File: config.mk
export PLATFORM = sky130hd
export DESIGN_NAME = hazard_controller_flat
export DESIGN_NICKNAME = d
export VERILOG_FILES = /design/src/rtl/hazard_controller_pkg.sv /design/src/rtl/hazard_controller_if.sv /design/src/rtl/hazard_controller_hazard_compare.sv /design/src/rtl/hazard_controller.sv /design/src/flat_wrapper.sv
export SDC_FILE = /design/constraint.sdc
export NUM_CORES = 1
export LEC_CHECK = 0
export CORE_ASPECT_RATIO = 2
export CORE_MARGIN = 1
export CORE_UTILIZATION = 25
export DETAILED_ROUTE_END_ITERATION = 7
export PLACE_DENSITY_LB_ADDON = 0.12
export SYNTH_ARGS = -nofsm -noshare
export SYNTH_HDL_FRONTEND = slang
export SYNTH_SLANG_ARGS = --single-unit
export TNS_END_PERCENT = 1
File: constraint.sdc
create_clock -name clk -period 4.6 [get_ports clk]
set_clock_uncertainty 0.05 [all_clocks]
set_input_delay 0.92 -clock clk [delete_from_list [all_inputs] [get_ports clk]]
set_output_delay 0.92 -clock clk [all_outputs]
set_load 0.02 [all_outputs]
File: src/rtl/hazard_controller_pkg.sv
// Shared definitions for the pipeline hazard controller: FSM encoding,
// register address width and the hard-wired zero register.
package hazard_controller_pkg;

    localparam int REG_ADDR_W = 5;

    // Register x0 reads as zero, so a load targeting it never creates a hazard.
    localparam logic [REG_ADDR_W-1:0] X0 = '0;

    typedef enum logic [0:0] {
        RUN   = 1'b0,
        FLUSH = 1'b1
    } state_t;

endpackage

File: src/rtl/hazard_controller_if.sv
// Signal bundle between the decode/execute datapath and the hazard controller.
// The controller uses the slave view; the datapath uses the master view.
interface hazard_controller_if #(
    parameter int REG_W = 5,
    parameter int CNT_W = 32
);
    logic [REG_W-1:0] id_rs1;
    logic [REG_W-1:0] id_rs2;
    logic             id_uses_rs2;
    logic [REG_W-1:0] ex_rd;
    logic             ex_mem_read;
    logic             ex_branch_taken;
    logic             mem_busy;

    logic             pc_write;
    logic             ifid_write;
    logic             idex_write;
    logic             idex_bubble;
    logic             ifid_flush;
    logic [CNT_W-1:0] stall_cycles;
    logic [CNT_W-1:0] flush_events;

    modport master (
        output id_rs1, id_rs2, id_uses_rs2, ex_rd, ex_mem_read, ex_branch_taken, mem_busy,
        input  pc_write, ifid_write, idex_write, idex_bubble, ifid_flush,
               stall_cycles, flush_events
    );

    modport slave (
        input  id_rs1, id_rs2, id_uses_rs2, ex_rd, ex_mem_read, ex_branch_taken, mem_busy,
        output pc_write, ifid_write, idex_write, idex_bubble, ifid_flush,
               stall_cycles, flush_events
    );
endinterface

File: src/rtl/hazard_controller_hazard_compare.sv
// Load-use hazard detector: the load in EX writes a register that the
// instruction in ID is about to read.
module hazard_compare
    import hazard_controller_pkg::*;
#(
    parameter int W = REG_ADDR_W
) (
    input  logic [W-1:0] id_rs1,
    input  logic [W-1:0] id_rs2,
    input  logic         id_uses_rs2,
    input  logic [W-1:0] ex_rd,
    input  logic         ex_mem_read,
    output logic         load_use
);

    logic rs1_hit;
    logic rs2_hit;

    // Compare the load destination against each source that is actually read.
    always_comb begin
        rs1_hit  = (ex_rd == id_rs1);
        rs2_hit  = id_uses_rs2 && (ex_rd == id_rs2);
        load_use = ex_mem_read && (ex_rd != W'(X0)) && (rs1_hit || rs2_hit);
    end

endmodule

File: src/rtl/hazard_controller.sv
// Pipeline sequencing controller: load-use stalls, multi-cycle branch
// flushes, whole-pipe freeze on memory busy, saturating perf counters.
module hazard_controller
    import hazard_controller_pkg::*;
#(
    parameter int FLUSH_CYCLES = 2,
    parameter int CNT_W        = 32,
    parameter int REG_W        = 5
) (
    input logic                clk,
    input logic                reset,
    hazard_controller_if.slave bus
);

    // Wide enough to hold FLUSH_CYCLES-1 even when FLUSH_CYCLES is 1.
    localparam int FC_W = $clog2(FLUSH_CYCLES + 1);

    state_t           state;
    logic [FC_W-1:0]  flush_cnt;
    logic [CNT_W-1:0] stall_q;
    logic [CNT_W-1:0] flush_q;

    logic load_use;
    logic busy;
    logic branch;
    logic flushing;
    logic stall;

    hazard_compare #(.W(REG_W)) u_compare (
        .id_rs1      (bus.id_rs1),
        .id_rs2      (bus.id_rs2),
        .id_uses_rs2 (bus.id_uses_rs2),
        .ex_rd       (bus.ex_rd),
        .ex_mem_read (bus.ex_mem_read),
        .load_use    (load_use)
    );

    // Resolve this cycle's event by priority: busy > branch > flush > load-use.
    // Reset masks every event so the pipe free-runs during the reset cycle.
    always_comb begin
        // NOTE: every signal driven here gets a value on every path, so no latch is inferred.
        busy     = !reset && bus.mem_busy;
        branch   = !reset && !busy && bus.ex_branch_taken;
        flushing = !reset && !busy && !branch && (state == FLUSH);
        stall    = !reset && !busy && !branch && (state == RUN) && load_use;
    end

    // Zero-latency control outputs derived from the resolved event.
    always_comb begin
        bus.pc_write     = !busy && !stall;
        bus.ifid_write   = !busy && !stall;
        bus.idex_write   = !busy;
        bus.idex_bubble  = branch || flushing || stall;
        bus.ifid_flush   = branch || flushing;
        bus.stall_cycles = stall_q;
        bus.flush_events = flush_q;
    end

    // FSM, flush countdown and saturating counters; everything holds while busy.
    always_ff @(posedge clk) begin
        // NOTE: sequential state uses non-blocking assignments so all registers update together.
        if (reset) begin
            state     <= RUN;
            flush_cnt <= '0;
            stall_q   <= '0;
            flush_q   <= '0;
        end else if (branch) begin
            if (flush_q != '1) flush_q <= flush_q + 1'b1;
            if (FLUSH_CYCLES > 1) begin
                state     <= FLUSH;
                flush_cnt <= FC_W'(FLUSH_CYCLES - 1);
            end else begin
                state     <= RUN;
                flush_cnt <= '0;
            end
        end else if (flushing) begin
            flush_cnt <= flush_cnt - 1'b1;
            if (flush_cnt <= FC_W'(1)) state <= RUN;
        end else if (stall) begin
            if (stall_q != '1) stall_q <= stall_q + 1'b1;
        end
    end

endmodule
File: src/flat_wrapper.sv
// flat-port wrapper written by rule: the top's interface ports become plain ports
module hazard_controller_flat import hazard_controller_pkg::*;
#(
    parameter int FLUSH_CYCLES = 2,
    parameter int CNT_W        = 32,
    parameter int REG_W        = 5
)
  (clk, reset, bus_id_rs1, bus_id_rs2, bus_id_uses_rs2, bus_ex_rd, bus_ex_mem_read, bus_ex_branch_taken, bus_mem_busy, bus_pc_write, bus_ifid_write, bus_idex_write, bus_idex_bubble, bus_ifid_flush, bus_stall_cycles, bus_flush_events);
  hazard_controller_if #(.REG_W(REG_W), .CNT_W(CNT_W)) bus_i ();
  input logic clk;
  input logic reset;
  input wire logic [$bits(bus_i.id_rs1)-1:0] bus_id_rs1;
  input wire logic [$bits(bus_i.id_rs2)-1:0] bus_id_rs2;
  input wire logic [$bits(bus_i.id_uses_rs2)-1:0] bus_id_uses_rs2;
  input wire logic [$bits(bus_i.ex_rd)-1:0] bus_ex_rd;
  input wire logic [$bits(bus_i.ex_mem_read)-1:0] bus_ex_mem_read;
  input wire logic [$bits(bus_i.ex_branch_taken)-1:0] bus_ex_branch_taken;
  input wire logic [$bits(bus_i.mem_busy)-1:0] bus_mem_busy;
  output wire logic [$bits(bus_i.pc_write)-1:0] bus_pc_write;
  output wire logic [$bits(bus_i.ifid_write)-1:0] bus_ifid_write;
  output wire logic [$bits(bus_i.idex_write)-1:0] bus_idex_write;
  output wire logic [$bits(bus_i.idex_bubble)-1:0] bus_idex_bubble;
  output wire logic [$bits(bus_i.ifid_flush)-1:0] bus_ifid_flush;
  output wire logic [$bits(bus_i.stall_cycles)-1:0] bus_stall_cycles;
  output wire logic [$bits(bus_i.flush_events)-1:0] bus_flush_events;
  assign bus_i.id_rs1 = bus_id_rs1;
  assign bus_i.id_rs2 = bus_id_rs2;
  assign bus_i.id_uses_rs2 = bus_id_uses_rs2;
  assign bus_i.ex_rd = bus_ex_rd;
  assign bus_i.ex_mem_read = bus_ex_mem_read;
  assign bus_i.ex_branch_taken = bus_ex_branch_taken;
  assign bus_i.mem_busy = bus_mem_busy;
  assign bus_pc_write = bus_i.pc_write;
  assign bus_ifid_write = bus_i.ifid_write;
  assign bus_idex_write = bus_i.idex_write;
  assign bus_idex_bubble = bus_i.idex_bubble;
  assign bus_ifid_flush = bus_i.ifid_flush;
  assign bus_stall_cycles = bus_i.stall_cycles;
  assign bus_flush_events = bus_i.flush_events;
  hazard_controller #(.FLUSH_CYCLES(FLUSH_CYCLES), .CNT_W(CNT_W), .REG_W(REG_W)) u_core (.clk(clk), .reset(reset), .bus(bus_i));
endmodule
==> impl_metrics.json, run 1 <==
{
  "outcome": "finished, violations left",
  "failed_checks": "DRC",
  "row_count": 60,
  "dr.pass1.iters": 8,
  "start_util_pct": 25.47,
  "die_h_um": 167.5,
  "cp_max_fo": 3,
  "critPathArrivalTime_ns": 3.06,
  "pin_count": 90,
  "grt_pass1_vias": 3402,
  "htree_levels": 3,
  "cts_hold_buf": 0,
  "post-route-period-util_pct": 87.59,
  "yosys.area_share.simple_pct": 32.94,
  "die_area_sq_um": 14190,
  "grt-ovfl-total": 0,
  "synth_top_area_share_pct": 39.20,
  "maxCapViolCount": 0,
  "ant_nets": 0,
  "synth_edf_count": 0,
  "syn_nets": 432,
  "placed_area_sq_um": 4491,
  "vias": 3388,
  "antennaDiodeCount": 0,
  "leakage_nw": 1.597,
  "cp.required_ns": 3.63,
  "antenna_found_initial": 0,
  "endpoint_kind": "primary output",
  "drt-initial-drc-count": 118,
  "via_per_inst": 5.157,
  "synth_cell_types": 48,
  "fin_nets": 522,
  "fmax_mhz": 248.2,
  "wl_mm": 10.68,
  "cts_resized": 0,
  "cp_top_family": "buffers and inverters",
  "final-hold-violation-count": 0,
  "avgSynthCellArea_sq_um": 8.387,
  "wl_per_cell_um": 16.26,
  "synthXorXnorAreaFrac_pct": 10.75,
  "clock_latency_ns": 0.33,
  "critPathKind": "input pin to primary output",
  "post-route-util_pct": 35.53,
  "drv_slew": 0,
  "numCtsBuffers": 9,
  "core_area_sq_um": 13440,
  "period_needed_ns": 4.029,
  "crit_chain": "clkdlybuf4s50_1 > or4_1 > o211a_1 > nand2_1 > and2_1 > clkdlybuf4s50_1",
  "synthMuxAreaShare_pct": 1.572,
  "io_buffers": 89,
  "ys_ff_latch": 67,
  "cp_slowest_cell": "clkdlybuf4s50_1",
  "worstHoldPathType": "flop to flop",
  "clockBufferDepth": 2,
  "yosysWarnings": 0,
  "grt_util_all_layers_pct": 15.44,
  "synth_compound_area_share_pct": 11.63,
  "dieWidth_um": 84.73,
  "dp_cells": 642,
  "yosys.area_share.adder_pct": 1.097,
  "syn_area_sq_um": 3422,
  "fin_ws_ns": 0.5707,
  "critPathMaxStageDelay_ns": 0.61,
  "synthFlopType": "dfxtp_1",
  "start_kind": "input pin",
  "post-route-drc-count": 8,
  "final_cells": 657,
  "cts_setup_buffers": 0,
  "cts_root_buf": "clkbuf_16",
  "layout-drive-gt1-share_pct": 6.972,
  "place_ws_ns": 0.5603,
  "ys_seq_area_share_pct": 39.20,
  "cts_sinks": 67,
  "rsz0062_at_grt": "false",
  "synth.area.top_cells": "dfxtp_1 (39%), xor2_1 (7.4%), nor2_1 (5.3%)",
  "cts_tree": "yes",
  "worst_slew_pin_slew_ns": 0.8932,
  "nFillCells": 1430,
  "async_reset_ff_share_pct": 0,
  "dp_hpwl_mm": 7.846,
  "area.growth.synth_to_final_pct": 39.52,
  "final_cell_area_sq_um": 4775,
  "tns_ns": 0,
  "clk_pin_slew_worst_paths_ns": 0.05,
  "yosys.area.top_type": "dfxtp_1",
  "synth_top_family_by_area": "simple AND/OR/NAND/NOR gates",
  "cp_num_buf_inv": 2,
  "slew_headroom_pct": 40.28,
  "power_mw": 1.326,
  "synth_cells": 408,
  "grt_pass1_wl_mm": 17.08,
  "peakVddDrop_mv": 0.1601,
  "power.density_nw_per_um2": 277.6,
  "place_congestion": 0.8118,
  "cpMostUsedCell": "clkdlybuf4s50_1",
  "setup_violations": 0,
  "grt_max_degree": 70,
  "whs_ns": 0.4365
}
## sequential cells by signal (all words and copies together), names as in the netlist
register	flops
u_core.bus.flush_events	32
u_core.bus.stall_cycles	32
u_core.flush_cnt	2
u_core.state	1
## synth_stat cells, types with 3 or more instances
library cell / n
dfxtp_1: 67
nor2_1: 48
xor2_1: 29
nand3_1: 28
nand2_1: 26
nand4_1: 26
a21oi_1: 22
clkbuf_1: 13
o21ai_0: 13
or3_1: 13
xnor2_1: 13
and3_1: 12
or4_1: 11
o31ai_1: 9
inv_1: 7
nor3_1: 6
nor4_1: 6
and2_1: 4
nand2b_1: 4
nor2b_1: 4
o211ai_1: 4
o21a_1: 4
and4_1: 3
ha_1: 3
mux2_2: 3
## worst register-to-register path, delay by kind of cell, from the launching register on
kind | cells | cell delay (ns)
buffers and inverters | 1 | 0.29
DFF | 1 | 0.49
muxes | 1 | 0.18
and+or+nand+nor | 5 | 1.59
## report_power, final
part	internal, mW	switching, mW	leakage [nW]
clock	0.415	0.256	0.134
combinational	0.0327	0.0371	0.923
sequential	0.582	0.00244	0.540
## path summary, 6_finish.rpt
path / cells after the start / slack, ns / startpoint / endpoint
setup / recovery: 6 / 0.57 / bus_ex_rd[1] / bus_ifid_write
setup reg to reg: 7 / 1.86 / u_core.bus.stall_cycles[7] / u_core.bus.stall_cycles[1]
hold / removal: 2 / 0.44 / u_core.flush_cnt[1] / u_core.flush_cnt[1]
hold reg to reg: 2 / 0.44 / u_core.flush_cnt[1] / u_core.flush_cnt[1]
## metal layers
metal | global-route usage, % | part of all wire, % | vias to the layer above
met5 | 0 | 0 | -
met4 | 7.001 | 2.3 | 0
met3 | 3.006 | 4.7 | 14
met2 | 31.04 | 57 | 93
met1 | 14.46 | 36 | 1612
li1 | - | - | 1669
## area by class of cell
| type | instances | area, sq um | share of cell area [%] |
|---|---|---|---|
| Clock buffer | 10 | 229.0 | 4.796 |
| Multi-Input combinational cell | 317 | 1991 | 41.69 |
| Clock inverter | 5 | 55.05 | 1.153 |
| Timing Repair Buffer | 96 | 938.4 | 19.65 |
| Tap cell | 155 | 193.9 | 4.062 |
| Sequential cell | 67 | 1341 | 28.09 |
| Inverter | 7 | 26.28 | 0.5503 |
## placed cells by master (no fill, tap or decap), types with 4 or more instances in the layout
master and instances:
nor2b_1 4, o211ai_1 4, a21oi_1 22, clkdlybuf4s50_1 88, nand2b_1 4, nand3_1 28, clkbuf_16 9, nor3_1 6
xor2_1 29, o21a_1 4, nand4_1 26, nor2_1 48, buf_4 7, or3_1 13, xnor2_1 13, nor4_1 6
and3_1 12, or4_1 11, dfxtp_1 67, inv_1 7, nand2_1 26, o21ai_0 13, and2_1 4, o31ai_1 9
## cells by family (layout without fill, tap and decap cells)
logic type / Yosys count / in the layout
AO/OA/AOI/OAI: 63 / 63
XOR/XNOR: 42 / 42
adder cells (fa/ha/maj): 3 / 3
buffers and inverters: 24 / 118
flip-flops: 67 / 67
multiplexers: 5 / 5
AND/OR/NAND/NOR: 204 / 204
Power figures use the tool's default switching activity.
==> run 2: changes to the inputs <==
SLEW_MARGIN = 20   (was not set)
==> results of run 2 <==
No change in the layout: final DEF, timing and power equal those of run 1.
==> run 3: changes to the inputs <==
CORE_MARGIN = 10   (was 1)
==> run 3 against run 2 <==
  * Critical endpoint is now bus_idex_bubble
  * Sequential share of layout area fell by 0.11 points
  * Largest power group unchanged
  * Largest cell class unchanged
  * The run now ends clean
  * First-iteration DRC count fell by 33%
  * Register-to-register slack improved by 0.10 ns
==> impl_metrics.json, run 3 (synthesis results as in run 1) <==
{
  "outcome": "finished clean",
  "layout_commonest_cell": "clkdlybuf4s50_1",
  "fmax_mhz": 247.1,
  "drv_slew": 0,
  "multiInputGateArea_sq_um": 1991,
  "grt-ovfl-total": 0,
  "clock_latency_ns": 0.33,
  "ff_latch_area_sq_um": 1341,
  "period_needed_ns": 4.047,
  "clockBufferDepth": 2,
  "crit_path_end": "bus_idex_bubble",
  "cts_sinks": 67,
  "dr.pass1.iters": 4,
  "htree_levels": 3,
  "ant_nets": 0,
  "antenna_found_initial": 0,
  "cts_resized": 0,
  "clk_pin_slew_worst_paths_ns": 0.05,
  "nFillCells": 1402,
  "peakVddDrop_mv": 0.1561,
  "dp_hpwl_mm": 8.554,
  "grt_use_met2_pct": 22.63,
  "start_kind": "input pin",
  "post-route-util_pct": 35.67,
  "row_count": 60,
  "antennaDiodeCount": 0,
  "pin_count": 90,
  "io_buffers": 89,
  "worst_slew_pin_slew_ns": 0.7549,
  "post-route-period-util_pct": 87.97,
  "crit_start": "bus_ex_rd[1]",
  "final-hold-violation-count": 0,
  "setup_violations": 0,
  "grt.met1_usage_pct": 11.58,
  "drt-initial-drc-count": 79,
  "worstReg2RegStart": "u_core.state",
  "power.density_nw_per_um2": 279.9,
  "cts_hold_buf": 0,
  "reg2reg_depth": 7,
  "tns_ns": 0,
  "wl_per_cell_um": 17.31,
  "cts_setup_buffers": 0,
  "die_h_um": 185.5,
  "grt_max_degree": 61,
  "grt_pass1_vias": 3466,
  "worstHoldStart": "u_core.flush_cnt[1]",
  "slew_headroom_pct": 48.97,
  "rrSetupSlack_ns": 1.96,
  "numCtsBuffers": 9,
  "rr_endpoint": "u_core.bus.stall_cycles[19]",
  "worstHoldPathType": "flop to flop",
  "post-route-drc-count": 0,
  "vias": 3399,
  "grt.busiest_layer": "met2",
  "final_cell_mix": "clkdlybuf4s50_1 (88), dfxtp_1 (67), nor2_1 (48)",
  "area.growth.synth_to_final_pct": 40.07,
  "start_util_pct": 25.47,
  "layout-drive-gt1-share_pct": 7.341,
  "grt_pass1_wl_mm": 18.07,
  "cts_tree": "yes",
  "dieWidth_um": 102.7,
  "critPathArrivalTime_ns": 3.08,
  "cp.required_ns": 3.63,
  "die_area_sq_um": 19050,
  "core_area_sq_um": 13440,
  "endpoint_kind": "primary output",
  "cp_max_fo": 12,
  "maxCapViolCount": 0,
  "critPathKind": "input pin to primary output",
  "rsz0062_at_grt": "false",
  "wl_mm": 11.40,
  "grt_util_all_layers_pct": 12.08,
  "grt.met3_usage_pct": 4.421,
  "fin_nets": 523,
  "via_per_inst": 5.158,
  "cts_root_buf": "clkbuf_16",
  "leakage_nw": 1.613,
  "place_congestion": 0.7595
}
## run 3: final cells by class
class	instances	share of cell area (%)
inverter	7	0.5482
clock buffer	11	5.064
tap	155	4.046
multi-input combinational	317	41.53
timing repair buffer	97	19.73
clock inverter	5	1.096
sequential	67	27.98
## run 3: worst min path at each step
| stage | endpoint | slack (ns) | depth (start not counted) |
|---|---|---|---|
| floorplan | u_core.flush_cnt[1] | 0.40 | 2 |
| global placement | u_core.flush_cnt[1] | 0.42 | 2 |
| detailed placement | u_core.flush_cnt[1] | 0.43 | 2 |
| CTS | u_core.flush_cnt[1] | 0.45 | 2 |
| global route | u_core.flush_cnt[0] | 0.46 | 1 |
| finish | u_core.flush_cnt[1] | 0.44 | 2 |
## run 3: worst max-delay path, cell delays in order
cell and delay [ns]:
clkdlybuf4s50_1 0.47, or4_1 0.58, o211a_1 0.24, nand2_1 0.08, buf_4 0.17, nand2_1 0.06, clkdlybuf4s50_1 0.55
## run 3: routing by layer
layer | part of all wire, % | vias to the layer above
li1 | - | 1676
met1 | 38 | 1626
met2 | 53 | 83
met3 | 7.2 | 14
met4 | 1.6 | 0
met5 | 0 | -
## run 3: through the flow
| step | instance area (sq um) | setup WS [ns] | cells | total power [mW] | hold WS [ns] |
|---|---|---|---|---|---|
| floorplan | 3422 | 1.139 | 408 | 0.6309 | 0.4038 |
| CTS | 4793 | 0.5567 | 659 | 1.368 | 0.4472 |
| detailed placement | 4498 | 0.5587 | 643 | 0.6685 | 0.4346 |
| global placement | 4498 | 0.5720 | 643 | 0.6676 | 0.4169 |
| finish | 4793 | 0.5533 | 659 | 1.342 | 0.4421 |
| global route | 4793 | 0.4896 | 659 | 1.394 | 0.4649 |
## run 3: power by group
part	switching, mW	internal (mW)
clock	0.255	0.432
sequential	0.00242	0.582
combinational	0.0372	0.0332
total	0.294	1.05
